[config.mk]
export PLATFORM = sky130hd
export DESIGN_NAME = word_cell
export DESIGN_NICKNAME = d
export VERILOG_FILES = /design/src/rtl/word_cell.sv
export SDC_FILE = /design/constraint.sdc
export NUM_CORES = 1
export LEC_CHECK = 0
export CAP_MARGIN = 20
export CORE_UTILIZATION = 41
export CTS_CLUSTER_SIZE = 8
export DETAILED_ROUTE_END_ITERATION = 16
export PLACE_DENSITY = 0.84
export SETUP_SLACK_MARGIN = 0.15
export SLEW_MARGIN = 20
export SYNTH_ARGS = -nofsm -noshare
export SYNTH_HDL_FRONTEND = slang
export SYNTH_SLANG_ARGS = --single-unit
[constraint.sdc]
create_clock -name clk -period 2.25 [get_ports clk]
set_input_delay 0.3375 -clock clk [delete_from_list [all_inputs] [get_ports clk]]
set_output_delay 0.3375 -clock clk [all_outputs]
set_load 0.01 [all_outputs]
[src/rtl/word_cell.sv]
// One memory-array row: WIDTH identical bitcells sharing a row select and an op line.
// A selected write loads in_bus, a selected read drives the word out, and otherwise out_bus is zero.

module bitcell (
  input  logic clk,
  input  logic rst,
  input  logic we,
  input  logic re,
  input  logic d,
  output logic q,
  output logic rd
);
  always_ff @(posedge clk) begin
    if (rst)     q <= 1'b0;
    else if (we) q <= d;
  end

  assign rd = q & re;
endmodule

module word_cell #(
  parameter int WIDTH = 8
) (
  input  logic             clk,
  input  logic             rst,
  input  logic             op,
  input  logic             sel_x,
  input  logic [WIDTH-1:0] in_bus,
  output logic [WIDTH-1:0] out_bus,
  output logic [WIDTH-1:0] stored_value
);
  logic we, re;

  // The row decodes op and select once. Every cell shares the same enables.
  assign we = sel_x & op;
  assign re = sel_x & ~op;

  for (genvar i = 0; i < WIDTH; i++) begin : g_cell
    bitcell u_cell (
      .clk (clk),
      .rst (rst),
      .we  (we),
      .re  (re),
      .d   (in_bus[i]),
      .q   (stored_value[i]),
      .rd  (out_bus[i])
    );
  end
endmodule

* Yosys cells after proc, flatten, opt, wreduce, memory -nomap -nowiden
Index checks and enable logic that the tools add are counted.
** Storage, ports and cells
- Flip-flop bits (word level) :: 8
- Output and inout bits :: 16
- Word-level logic and storage cells :: 19
- Bits of input ports :: 12
** Operators by class
- Bitwise operators :: 11
** Operator list (count)
- $and 1x1->1 :: 10
- $not 1->1 :: 1

* Depth between registers and ports, before layout
Gate-level depths: netlist (run 1).
- Depth after elaboration :: 3
- Gate-level depth with buffers :: 4
- Gate-level depth less buffers :: 2

* Modules after synthesis
From an unflattened synthesis (run 1), not the netlist that was laid out.
** Second synthesis, totals
- Cell total of the unflattened synthesis :: 34
- Area, all modules :: 336.6 µm²
** Modules (own cells, without submodules)
- bitcell :: cells each 4, instances 8, area each 40.0 µm², sequential area each 20.0 µm²
- word_cell :: cells each 2, instances 1, area each 16.3 µm², sequential area each 0.0 µm²

* Worst setup path after synthesis (run 1)
No wires, ideal clock.
- Path type :: input to output
- Start point :: input op
- End point :: output out_bus[0]
- Data required time :: 1913 ps
- Cell stages on the path :: 4
- Data arrival time :: 894 ps
- Slack :: 1019 ps
- Buffers on the path :: 2
- Cell sequence :: buf_4 -> nor2b_2 -> and2_1 -> buf_4
** On the way
- Word-level cells in the longest chain between the ends :: 3
** RTL lines
- start: declaration :: RTL line 26 : input logic op,
- $not 1->1 :: RTL line 36 : assign re = sel_x & ~op;
- $and 1x1->1 :: RTL line 36
- $and 1x1->1 :: RTL line 18 : assign rd = q & re;
- end: declaration :: RTL line 29 : output logic [WIDTH-1:0] out_bus,
Every way passes these cells.

* Worst setup path in the final report (run 1)
- Start point :: input sel_x
- End point :: output out_bus[6]
** On the way
- Word-level cells in the longest chain between the ends :: 2
** RTL lines
- start: declaration :: RTL line 27 : input logic sel_x,
- $and 1x1->1 :: RTL line 36
- $and 1x1->1 :: RTL line 18
Every way passes these cells.

==> results of run 1 <==
synth_stat cells:
cell type	n
a21bo_2	6
and2_1	8
a21oi_1	6
nand3_1	8
buf_8	1
a21oi_2	2
buf_4	17
buf_1	1
buf_6	2
nor2b_2	1
a21bo_1	2
dfxtp_1	8
worst reg2reg max path, cell delays in order (launching register included):
cell     delay [ps]
dfxtp_1         350
a21bo_2         220
a21oi_1         130
where the power goes:
part / internal [mW] / leakage, nW / switching, mW
logic: 0.0459 / 0.285 / 0.0281
registers: 0.148 / 0.0654 / 0.00376
clock network: 0.0611 / 0.0138 / 0.0491
total: 0.255 / 0.364 / 0.0809
repair_timing:
action / in CTS / in global routing
endpoints found under the setup margin: 8 / 8
setup buffers: 0 / 1
hold buffers: 0 / 0
resized for setup: 1 / 5
endpoints found under the hold margin: 0 / 0
cell families after synthesis:
family / count (synthesis)
AOI/OAI and AO/OA: 16
buffers and inverters: 21
DFF: 8
and+or+nand+nor: 17
routing by layer:
| layer | GRT usage | wire length (um) |
|---|---|---|
| met1 | 0.193 | 430 |
| met4 | 0.103 | 14 |
| met5 | 0 | 0 |
| met3 | 0.0520 | 61 |
| met2 | 0.238 | 522 |
worst paths after layout:
| path | slack (ps) | cells after the start | to |
|---|---|---|---|
| max | 210 | 4 | out_bus[6] |
| min reg2reg | 580 | 2 | g_cell[4].u_cell.q$_SDFFE_PP0P_ |
| max reg2reg | 1480 | 2 | g_cell[7].u_cell.q$_SDFFE_PP0P_ |
| min | 580 | 2 | g_cell[4].u_cell.q$_SDFFE_PP0P_ |
per-stage QoR:
step | util | hold slack, ps | power [mW] | std cells
after floorplan | - | 485 | 0.203 | 62
after global placement | 0.581 | 571 | 0.225 | 84
after detailed placement | 0.581 | 581 | 0.227 | 84
after CTS | 0.604 | 589 | 0.337 | 87
after global routing | 0.621 | 611 | 0.357 | 88
final | 0.621 | 583 | 0.336 | 88
layout make-up:
| type | count | share of cell area |
|---|---|---|
| clock buffers | 3 | 0.0306 |
| multi-input cells | 33 | 0.314 |
| flip-flops and latches | 8 | 0.217 |
| well taps | 14 | 0.0238 |
| repair buffers | 30 | 0.414 |
cell usage in the layout (no fill, tap or decap):
master,n
clkdlybuf4s50_1,22
and2_1,8
nand3_1,8
dfxtp_1,8
a21bo_2,6
a21oi_1,6
dlymetal6s2s_1,5
clkbuf_4,3
buf_4,3
a21bo_1,2
a21oi_2,2
nor2b_4,1
==> results.ini, run 1 <==
[timing]
totalNegativeSetupSlack_ps=0
finalCriticalPeriod_ps=2040
worst_slew_pin_slew_ps=332
setup_viol=0
hold_violations=0
max-slew-margin-rel=0.778
post-route-period-util=0.907
drv_slew=0
skew_ps=0
fmax_mhz=490
rsz0062_at_grt=no
worst_slack_ps=210

[global_routing]
grt_pass1_wl_um=1570
grt_pass1_vias=357
grt_usage=0.159
grt_overflow=0
grt_max_degree=17
antenna_found_initial=0

[run]
max-cap-violations=0

[final_layout]
drive_gt1_frac=0.203
multiInputGateArea_sq_um=231
largestRegisters=g_cell.u_cell.q (8)
ff_latch_area_sq_um=160
antenna_cells=0
area_growth_pct=32.7
top_register=g_cell.u_cell.q
stdcell_area_sq_um=737
nFillCells=115
largest_reg_flops=8
layout.nets=88

[floorplanning]
die_w_um=38.8
std_cell_rows=12
io_pins=28
start_util=0.468
coreArea_sq_um=1190
die_h_um=38.8
dieArea_sq_um=1510

[clocking]
numCtsBuffers=3
clock_path_buffers=2
cts_sinks=8
clk_latency_ps=250
root_buffer=clkbuf_4
cts.htree.levels=1
cts_tree=yes
clk_pin_slew_ps=60

[place]
numPortBuffers=27
dp_hpwl_um=685
pre_cts_ws_ps=115
placed_area_sq_um=689
gp_congestion=0.654

[synthesis]
synth_compound_area_frac=0.230
synth_area_sq_um=556
netlist-cell-type-count=12
synth.yosys.warnings=0
synth-seq-cells=8
yosys.area_share.xor_xnor=0
synth_seq_area_share=0.288
synth_area_per_cell_sq_um=8.96
yosysTopAreaCell=dfxtp_1
syn_inst=62
yosys.area_share.simple=0.178
synth-adder-area-share=0
synth_top_family_by_area=buffers and inverters
yosys.area.top_type_share=0.288
syn_nets=74
synth_mux_area_frac=0
netlist_top_cells_area=dfxtp_1 (29%), buf_4 (23%), a21bo_2 (11%), and2_1 (9.0%), nand3_1 (7.2%)

[worst_setup_path]
r2r_start=g_cell[7].u_cell.q$_SDFFE_PP0P_
crit_path_frequent_cell=clkdlybuf4s50_1
crit_path_end_kind=primary output
crit_start=sel_x
setup.worst_path.start_class=primary input
crit_type=in -> out
critPathSlowestCell=clkdlybuf4s50_1
worstPathCellList=clkdlybuf4s50_1 > nor2b_4 > and2_1 > clkdlybuf4s50_1
crit_fanout=7
path_delay_family=buffers and inverters
crit_path_max_incr_delay_ps=530
worstPathRequired_ps=1910
arrival_ps=1700
worst-path-buf-inv=2

[route]
antenna_left=0
dr_total_vias=416
drt_iter0_drc=4
drc_errors=0
routed_via_density=4.73
wl_per_cell_um=11.7
first_pass_iters=3
drt_wl_total_um=1030

[min_path]
hold_class=reg -> reg
holdCritStartpoint=g_cell[4].u_cell.q$_SDFFE_PP0P_

[power]
leakagePower_nw=0.364
vdd_drop_max_v=0.000335
p_per_area_nw_per_um2=456

[run_status]
run_status=finished clean

Power figures use the tool's default switching activity.
==> run 2: changes to the inputs <==
--- a/config.mk
+++ b/config.mk
@@ -10,7 +10,7 @@
 export CTS_CLUSTER_SIZE = 8
 export DETAILED_ROUTE_END_ITERATION = 16
 export PLACE_DENSITY = 0.84
-export SETUP_SLACK_MARGIN = 0.15
+export SETUP_SLACK_MARGIN = 0.2
 export SLEW_MARGIN = 20
 export SYNTH_ARGS = -nofsm -noshare
 export SYNTH_HDL_FRONTEND = slang
==> run 2 against run 1 <==
Worst hold slack is essentially flat. First-iteration DRC count unchanged. Setup slack gained 53 ps. Die area is the same. Clock power is essentially flat.
==> results.ini, run 2 (synthesized netlist as in run 1, its figures left out) <==
[final_layout]
fin_util=0.622
finalNonFillerCells=89
drive_gt1_frac=0.213
top_register=g_cell.u_cell.q
antenna_cells=0
largestRegisters=g_cell.u_cell.q (8)
final_cell_mix=clkdlybuf4s50_1 (20), and2_1 (8), nand3_1 (8), dfxtp_1 (8)
layout.nets=89
area_growth_pct=32.9
final_common_cell=clkdlybuf4s50_1
largest_reg_flops=8

[route]
drt_iter0_drc=4
antenna_left=0
drt_wl_total_um=1030
wl_per_cell_um=11.5
drc_errors=0
first_pass_iters=4
routed_via_density=4.81
dr_total_vias=428

[clocking]
clk_pin_slew_ps=50
cts.hold.buffers_added=0
clk_latency_ps=250
cts.htree.levels=1
cts_sinks=8
numCtsBuffers=3
root_buffer=clkbuf_4
cts_tree=yes
clock_path_buffers=2

[floorplanning]
io_pins=28
start_util=0.468
dieArea_sq_um=1510
die_h_um=38.8
die_w_um=38.8
coreArea_sq_um=1190
std_cell_rows=12

[global_routing]
antenna_found_initial=0
grt_max_degree=17
grt_usage=0.161
grt_overflow=0
grt_pass1_vias=368
grt_pass1_wl_um=1580

[timing]
drv_slew=0
setup_viol=0
fmax_mhz=503
finalCriticalPeriod_ps=1990
worst_slew_pin_slew_ps=330
hold_violations=0
skew_ps=0
max-slew-margin-rel=0.779
post-route-period-util=0.883
rsz0062_at_grt=no
worst_hold_slack_ps=583
totalNegativeSetupSlack_ps=0

[power]
vdd_drop_max_v=0.000338
p_per_area_nw_per_um2=456
p_total_mw=0.336
leakagePower_nw=0.365

[worst_setup_path]
r2r_cells=2
worstPathRequired_ps=1910
crit_fanout=4
crit_path_end_kind=primary output
arrival_ps=1650
setup.worst_path.start_class=primary input
crit_type=in -> out

[place]
numPortBuffers=27
placed_cells=84
gp_congestion=0.654
dp_hpwl_um=685

[min_path]
min_path_cells=2
hold_class=reg -> reg

[run]
max-cap-violations=0

[run_status]
run_status=finished clean

-- run 2: critical path, stage by stage --
cell             delay [ps]
clkdlybuf4s50_1         490
nor2b_4                 170
and2_1                  130
clkdlybuf4s50_1         520
-- run 2: metal layers --
layer  share of wire  GRT usage  vias to the layer above
met4           0.014      0.103                        0
met5               0          0                        -
met1            0.40      0.193                      193
li1                -          -                      216
met2            0.53      0.242                       17
met3           0.061     0.0520                        2
-- run 2: what timing repair did --
action                                  CTS  global route
endpoints found under the setup margin    8             5
setup buffers                             1             1
pin swaps                                 0             0
gates resized for setup                   4             4
-- run 2: area by class of cell --
class,count,area [sq um]
Multi-Input combinational cell,33,231
Tap cell,14,17.5
Clock buffer,3,22.5
Sequential cell,8,160
Timing Repair Buffer,31,307
Fill cell,117,448
-- run 2: power breakdown --
part	internal, mW	total, mW	switching, mW
registers	0.148	0.152	0.00383
clock network	0.0611	0.110	0.0488
logic	0.0464	0.0743	0.0279
-- run 2: path summary, 6_finish.rpt --
kind	startpoint	end	slack, ps
worst max-delay path	sel_x	out_bus[2]	260
worst min-delay path	g_cell[4].u_cell.q$_SDFFE_PP0P_	g_cell[4].u_cell.q$_SDFFE_PP0P_	580
worst max register to register	g_cell[7].u_cell.q$_SDFFE_PP0P_	g_cell[7].u_cell.q$_SDFFE_PP0P_	1470
worst min register to register	g_cell[4].u_cell.q$_SDFFE_PP0P_	g_cell[4].u_cell.q$_SDFFE_PP0P_	580
-- run 2: through the flow --
step,instance area (sq um),setup WS [ps]
final,738,263
after global routing,738,214
after CTS,721,222
after detailed placement,689,115
after global placement,689,137
after floorplan,556,1020
==> run 3: changes to the inputs <==
--- a/config.mk
+++ b/config.mk
@@ -5,11 +5,14 @@
 export SDC_FILE = /design/constraint.sdc
 export NUM_CORES = 1
 export LEC_CHECK = 0
+export ABC_AREA = 1
 export CAP_MARGIN = 20
-export CORE_UTILIZATION = 41
+export CELL_PAD_IN_SITES_DETAIL_PLACEMENT = 1
+export CELL_PAD_IN_SITES_GLOBAL_PLACEMENT = 1
+export CORE_UTILIZATION = 25
 export CTS_CLUSTER_SIZE = 8
 export DETAILED_ROUTE_END_ITERATION = 16
-export PLACE_DENSITY = 0.84
+export PLACE_DENSITY = 0.82
 export SETUP_SLACK_MARGIN = 0.2
 export SLEW_MARGIN = 20
 export SYNTH_ARGS = -nofsm -noshare
==> run 3 against run 2 <==
First-iteration DRC count fell by 100%. Register-to-register slack better by 110 ps. Final cell count rose by 29%. Clock-buffer cell count did not move. Sequential power grew 3%. Global-route usage fell by 3.8 points. Core utilization decreased by 23 points.
==> results.ini, run 3 <==
[run_status]
run_status=finished clean

[synthesis]
synth_area_sq_um=494
syn_nets=89
synth-seq-cells=8
netlist-cell-type-count=7
synth_top_family_by_area=buffers and inverters
yosys-top-cells-count=nor2_1 (24), buf_4 (16), nand2_1 (15)
syn_inst=77
synth-adder-area-share=0
synth_compound_area_frac=0
synth.yosys.warnings=0
ys_async_sr_fraction=0
yosysTopAreaCell=dfxtp_1
synth.most_common_cell=nor2_1
synth_edf_count=0
synth_area_per_cell_sq_um=6.42
yosys.area_share.xor_xnor=0
yosys.area.top_type_share=0.324
ys.flop_type=dfxtp_1
synth_mux_area_frac=0
synth_seq_area_share=0.324
netlist_top_cells_area=dfxtp_1 (32%), buf_4 (24%), nor2_1 (18%), nand2_1 (11%), inv_1 (7.6%)
yosys.area_share.simple=0.334

[route]
drc_errors=0
wl_per_cell_um=9.82
antenna_left=0
dr_total_vias=451
routed_via_density=3.92
drt_wl_total_um=1130
drt_iter0_drc=0
first_pass_iters=1

[final_layout]
nFillCells=238
final_cell_mix=clkdlybuf4s50_1 (25), nor2_1 (24), nand2_1 (14)
fin_util=0.389
stdcell_area_sq_um=694
drive_gt1_frac=0.0778
antenna_cells=0
largestRegisters=g_cell.u_cell.q (8)
top_register=g_cell.u_cell.q
layout.nets=104
area_growth_pct=40.5
finalNonFillerCells=115
final_common_cell=clkdlybuf4s50_1
largest_reg_flops=8

[worst_setup_path]
crit_fanout=8
crit_path_end_kind=primary output
reg2reg_to=g_cell[7].u_cell.q$_SDFFE_PP0P_
setup.worst_path.start_class=primary input
r2r_cells=4
r2r_start=g_cell[7].u_cell.q$_SDFFE_PP0P_
worstPathRequired_ps=1910
arrival_ps=1650
crit_type=in -> out
reg2reg_slack_ps=1580

[clocking]
cts_sinks=8
cts.hold.buffers_added=0
numCtsBuffers=3
clk_pin_slew_ps=60
cts.htree.levels=1
clock_path_buffers=2
root_buffer=clkbuf_4
cts_tree=yes
clk_latency_ps=250

[timing]
fmax_mhz=504
setup_viol=0
skew_ps=0
rsz0062_at_grt=no
worst_slack_ps=267
totalNegativeSetupSlack_ps=0
hold_violations=0
max-slew-margin-rel=0.801
post-route-period-util=0.881
finalCriticalPeriod_ps=1980
worst_hold_slack_ps=545
worst_slew_pin_slew_ps=298
drv_slew=0

[floorplanning]
coreArea_sq_um=1780
die_h_um=46.5
start_util=0.277
std_cell_rows=15
dieArea_sq_um=2160
io_pins=28
die_w_um=46.5

[place]
pre_cts_ws_ps=160
placed_area_sq_um=664
placed_cells=112
dp_hpwl_um=860
gp_congestion=0.674
numPortBuffers=27

[min_path]
hold_end=g_cell[2].u_cell.q$_SDFFE_PP0P_
min_path_cells=4
hold_class=reg -> reg
holdCritStartpoint=g_cell[2].u_cell.q$_SDFFE_PP0P_

[power]
p_total_mw=0.355
vdd_drop_max_v=0.000157
p_per_area_nw_per_um2=512
leakagePower_nw=0.352

[global_routing]
grt_pass1_wl_um=1780
antenna_found_initial=0
grt_max_degree=17
grt_usage=0.123
grt_overflow=0
grt_pass1_vias=458

[run]
max-cap-violations=0

run 3: changes by cell type in the layout (fill, tap and decap cells not counted), moves of 4 or more:
cell / change
a21bo_2: -6
a21oi_1: -6
and2_1: -8
buf_4: -4
clkdlybuf4s50_1: +5
inv_1: +10
nand2_1: +14
nand2_2: +4
nand3_1: -8
nor2_1: +24
run 3: metal layers:
metal	global-route usage	up-vias	share of wire
li1	-	232	-
met1	0.122	199	0.43
met2	0.217	18	0.47
met3	0.0314	2	0.10
met4	0.0882	0	0.0035
met5	0	-	0
run 3: layout make-up:
type	count	area, sq um	share of cell area
well taps	25	31.3	0.0450
flip-flops and latches	8	160	0.231
repair buffers	27	275	0.396
multi-input cells	42	168	0.241
clock buffers	3	22.5	0.0324
inverters	10	37.5	0.0541
run 3: how the worst max path moves through the flow:
stage / startpoint / to / cells past startpoint
6_report: sel_x / out_bus[0] / 4
5_1_grt: sel_x / out_bus[4] / 4
4_1_cts: sel_x / out_bus[0] / 4
3_5_place_dp: sel_x / out_bus[1] / 4
3_3_place_gp: sel_x / out_bus[0] / 4
2_1_floorplan: op / out_bus[0] / 4
run 3: critical path, cell delays in order:
cell	delay, ps
clkdlybuf4s50_1	510
nand2_2	140
nor2_1	120
clkdlybuf4s50_1	540
run 3: where the power goes:
part / switching [mW] / internal, mW
sequential: 0.00459 / 0.151
clock: 0.0518 / 0.0613
combinational: 0.0383 / 0.0480
run 3: kinds of logic (layout without fill, tap and decap cells):
| kind of cell | Yosys count | count (layout) |
|---|---|---|
| buffers and inverters | 27 | 40 |
| DFF | 8 | 8 |
| and+or+nand+nor | 42 | 42 |
run 3: repair_timing:
item                       CTS  global route
setup buffers                0             0
setup endpoints to repair    8             2
gates resized for setup      1             2
==> RTL change 1 (settings of run 3) <==
Add an input register stage for `op`, `sel_x` and `in_bus`; this delays them by one clock.
--- a/src/rtl/word_cell.sv
+++ b/src/rtl/word_cell.sv
@@ -31,2 +31,13 @@
 );
+
+  logic op_q;
+  logic sel_x_q;
+  logic [WIDTH-1:0] in_bus_q;
+
+  always_ff @(posedge clk) begin
+      op_q     <= op;
+      sel_x_q  <= sel_x;
+      in_bus_q <= in_bus;
+  end
+
   logic we, re;
@@ -34,4 +45,4 @@
   // The row decodes op and select once. Every cell shares the same enables.
-  assign we = sel_x & op;
-  assign re = sel_x & ~op;
+  assign we = sel_x_q & op_q;
+  assign re = sel_x_q & ~op_q;
 
@@ -43,3 +54,3 @@
       .re  (re),
-      .d   (in_bus[i]),
+      .d   (in_bus_q[i]),
       .q   (stored_value[i]),
Behaviour: not the same (a bounded check fails within 4 cycles, from zero or initial values and one cycle with rst high).
==> RTL change 1 against run 3 <==
- combinational power down 3.5%
- utilization down 3.3 points
- total power up 74%
- wire length up 8.0%
- sequential power up 120%
- worst setup slack better by 0.12 ns
- sequential cell count up 10
- area after synthesis up 41%
- first-iteration DRC count up 3
- cell area up 31%
- sequential share of layout area up 17 points
==> RTL change 1: results (changes against run 3) <==
metric	value	unit	change
worst slack, placed	0.679	ns	+0.519 ns
Rows	18		+3
syn_nets	99		+11%
maximum VDD drop	0.000239	V	+52%
grt met2 use	15.1	%	-6.6 points
largest registers	g_cell.u_cell.q: 8 flops, in_bus_q: 8 flops		
Routed WL	1.22	mm	+8.0%
Fill cells	299		+26%
fin nets	114		+9.6%
Vias per Instance	3.88		-1.1%
Non-clock buffers, area share	29.8	%	-9.8 points
Post-DP Area	871	µm²	+31%
status	complete, no violations		
Clk Latency, worst-skew pair	0.28	ns	+0.03 ns
initial DRC count	3		+3
Relative slew margins	80.0	%	-0.099 points
first-pass GRT wire length	1.82	mm	+2.3%
routed length on met2	549	µm	+4.2%
Worst Hold Launch	in_bus_q[6]$_DFF_P_		
share of post-route cells with drive strength above 1	6.93	%	-0.85 points
met1 Use GR	9.15	%	-3.1 points
Clock transition at path regs	0.10	ns	+0.04 ns
critical-path maximum fanout	8		unchanged
synth-to-layout area growth	30.6	%	
Post-Syn Instances	87		+13%
via count	508		+13%
dominant cells by area after synthesis	dfxtp_1, buf_4, nor2_1		
clock buf count	4		+1
Yosys reg bits	18		+10
Pre-antenna DRT Iters	4		+3
vias in the first global route	468		+2.2%
global placer's final weighted congestion	0.592		-12%
WL met1	561	µm	+16%
total track usage	8.90	%	-3.4 points
top cells by count, synth	nor2_1, dfxtp_1, buf_4		
DP Wirelength	941	µm	+9.4%
Hold EP	g_cell[6].u_cell.q$_SDFFE_PP0P_		
clock tree cell share of total cell area	4.00	%	+0.76 points
GR Util met3	1.94	%	-1.2 points
multi-input combinational cell area	165	µm²	-1.5%
post-synthesis sequential area ratio	51.9	%	+19 points
Reg area	360	µm²	+120%
-- RTL change 1: cell count changes after synthesis, sizes merged --
cell,before,now
dfxtp,8,18
-- RTL change 1: worst max path at each step --
stage                 startpoint          to  slack, ns  depth (start not counted)
finish              op_q$_DFF_P_  out_bus[0]       0.39                          4
detailed placement  op_q$_DFF_P_  out_bus[1]       0.68                          4
global placement    op_q$_DFF_P_  out_bus[1]       0.68                          4
CTS                 op_q$_DFF_P_  out_bus[5]       0.35                          4
floorplan           op_q$_DFF_P_  out_bus[0]       1.21                          4
global route        op_q$_DFF_P_  out_bus[0]       0.25                          4
-- RTL change 1: where the power goes --
group	internal (µW)	switching [µW]
clock network	98.4	92.8
registers	337	7.69
logic	47.3	36.1
total	483	137
-- RTL change 1: logic make-up after synthesis --
| group | count (synthesis) | synth area share, % |
|---|---|---|
| and+or+nand+nor | 42 | 23.8 |
| buffers and inverters | 27 | 24.3 |
| DFF | 18 | 51.9 |
==> RTL change 2 (settings of run 3) <==
Without the edit above. `WIDTH`: 8 -> 10.
--- a/src/rtl/word_cell.sv
+++ b/src/rtl/word_cell.sv
@@ -21,3 +21,3 @@
 module word_cell #(
-  parameter int WIDTH = 8
+  parameter int WIDTH = 10
 ) (
Ports: changed (resized in_bus, out_bus and stored_value); port bits go from 28 to 34. The function was not compared with the original's and may differ.
==> RTL change 2 against run 3 <==
- area after synthesis is 22% higher
- via count up 23%
- count of clock-buffer cells in the layout is 1 higher
- wire length up 31%
- cell area rose by 23%
- sequential cell count grew 2
- worst setup slack got worse by 0.023 ns
- global-route usage up 0.41 points
- total power up 32%
- hold slack worse by 0.0066 ns
- sequential share of layout area up 0.36 points
- critical path depth unchanged
- critical endpoint is now out_bus[7]
- largest power group unchanged
- highest routed layer unchanged
==> RTL change 2: results (changes against run 3) <==
metric	value	unit	change
status	complete, no violations		
power per standard cell area	548	mW/mm²	+7.1%
grt met2 use	22.1	%	+0.48 points
Flop pwr share	41.6	%	-2.3 points
Clock transition at path regs	0.08	ns	+0.02 ns
routed length on met2	759	µm	+44%
combinational power share	22.9	%	-1.4 points
first-pass GRT wire length	2.43	mm	+36%
clock buf count	4		+1
Yosys reg bits	10		+2
global placer's final weighted congestion	0.596		-11%
met1 Use GR	13.1	%	+0.87 points
share of post-route cells with drive strength above 1	5.41	%	-2.4 points
largest registers	g_cell.u_cell.q: 10 flops		
synth-to-layout area growth	42.3	%	
Max Freq	0.499	GHz	-1.1%
Reg area	200	µm²	+25%
CP Data Arrival Time	1.67	ns	+0.02 ns
syn_nets	110		+24%
Non-clock buffers, area share	39.2	%	-0.40 points
flop2flop setup slack	1.55	ns	-0.03 ns
Fill cells	301		+26%
Non-CTS buffers	33		+22%
clock tree cell share of total cell area	4.25	%	+1.0 points
Post-Syn Instances	96		+25%
total track usage	12.7	%	+0.41 points
WL met1	604	µm	+25%
Multi-In Gates	52		+24%
maximum VDD drop	0.000260	V	+65%
inverters	12		+2
-- RTL change 2: final timing paths --
kind | startpoint | to | cells past startpoint
worst min-delay path | g_cell[5].u_cell.q$_SDFFE_PP0P_ | g_cell[5].u_cell.q$_SDFFE_PP0P_ | 4
worst max register to register | g_cell[7].u_cell.q$_SDFFE_PP0P_ | g_cell[7].u_cell.q$_SDFFE_PP0P_ | 4
worst min register to register | g_cell[5].u_cell.q$_SDFFE_PP0P_ | g_cell[5].u_cell.q$_SDFFE_PP0P_ | 4
worst max-delay path | sel_x | out_bus[7] | 4
-- RTL change 2: worst max-delay path: cells and delay by family --
| family | cells | cell delay, ns |
|---|---|---|
| buffers and inverters | 2 | 1.08 |
| AND/OR/NAND/NOR | 2 | 0.25 |
-- RTL change 2: logic make-up after synthesis --
| family | after synthesis | share of synthesized area, % |
|---|---|---|
| buf+inv | 34 | 34.2 |
| flops | 10 | 33.3 |
| simple gates | 52 | 32.5 |
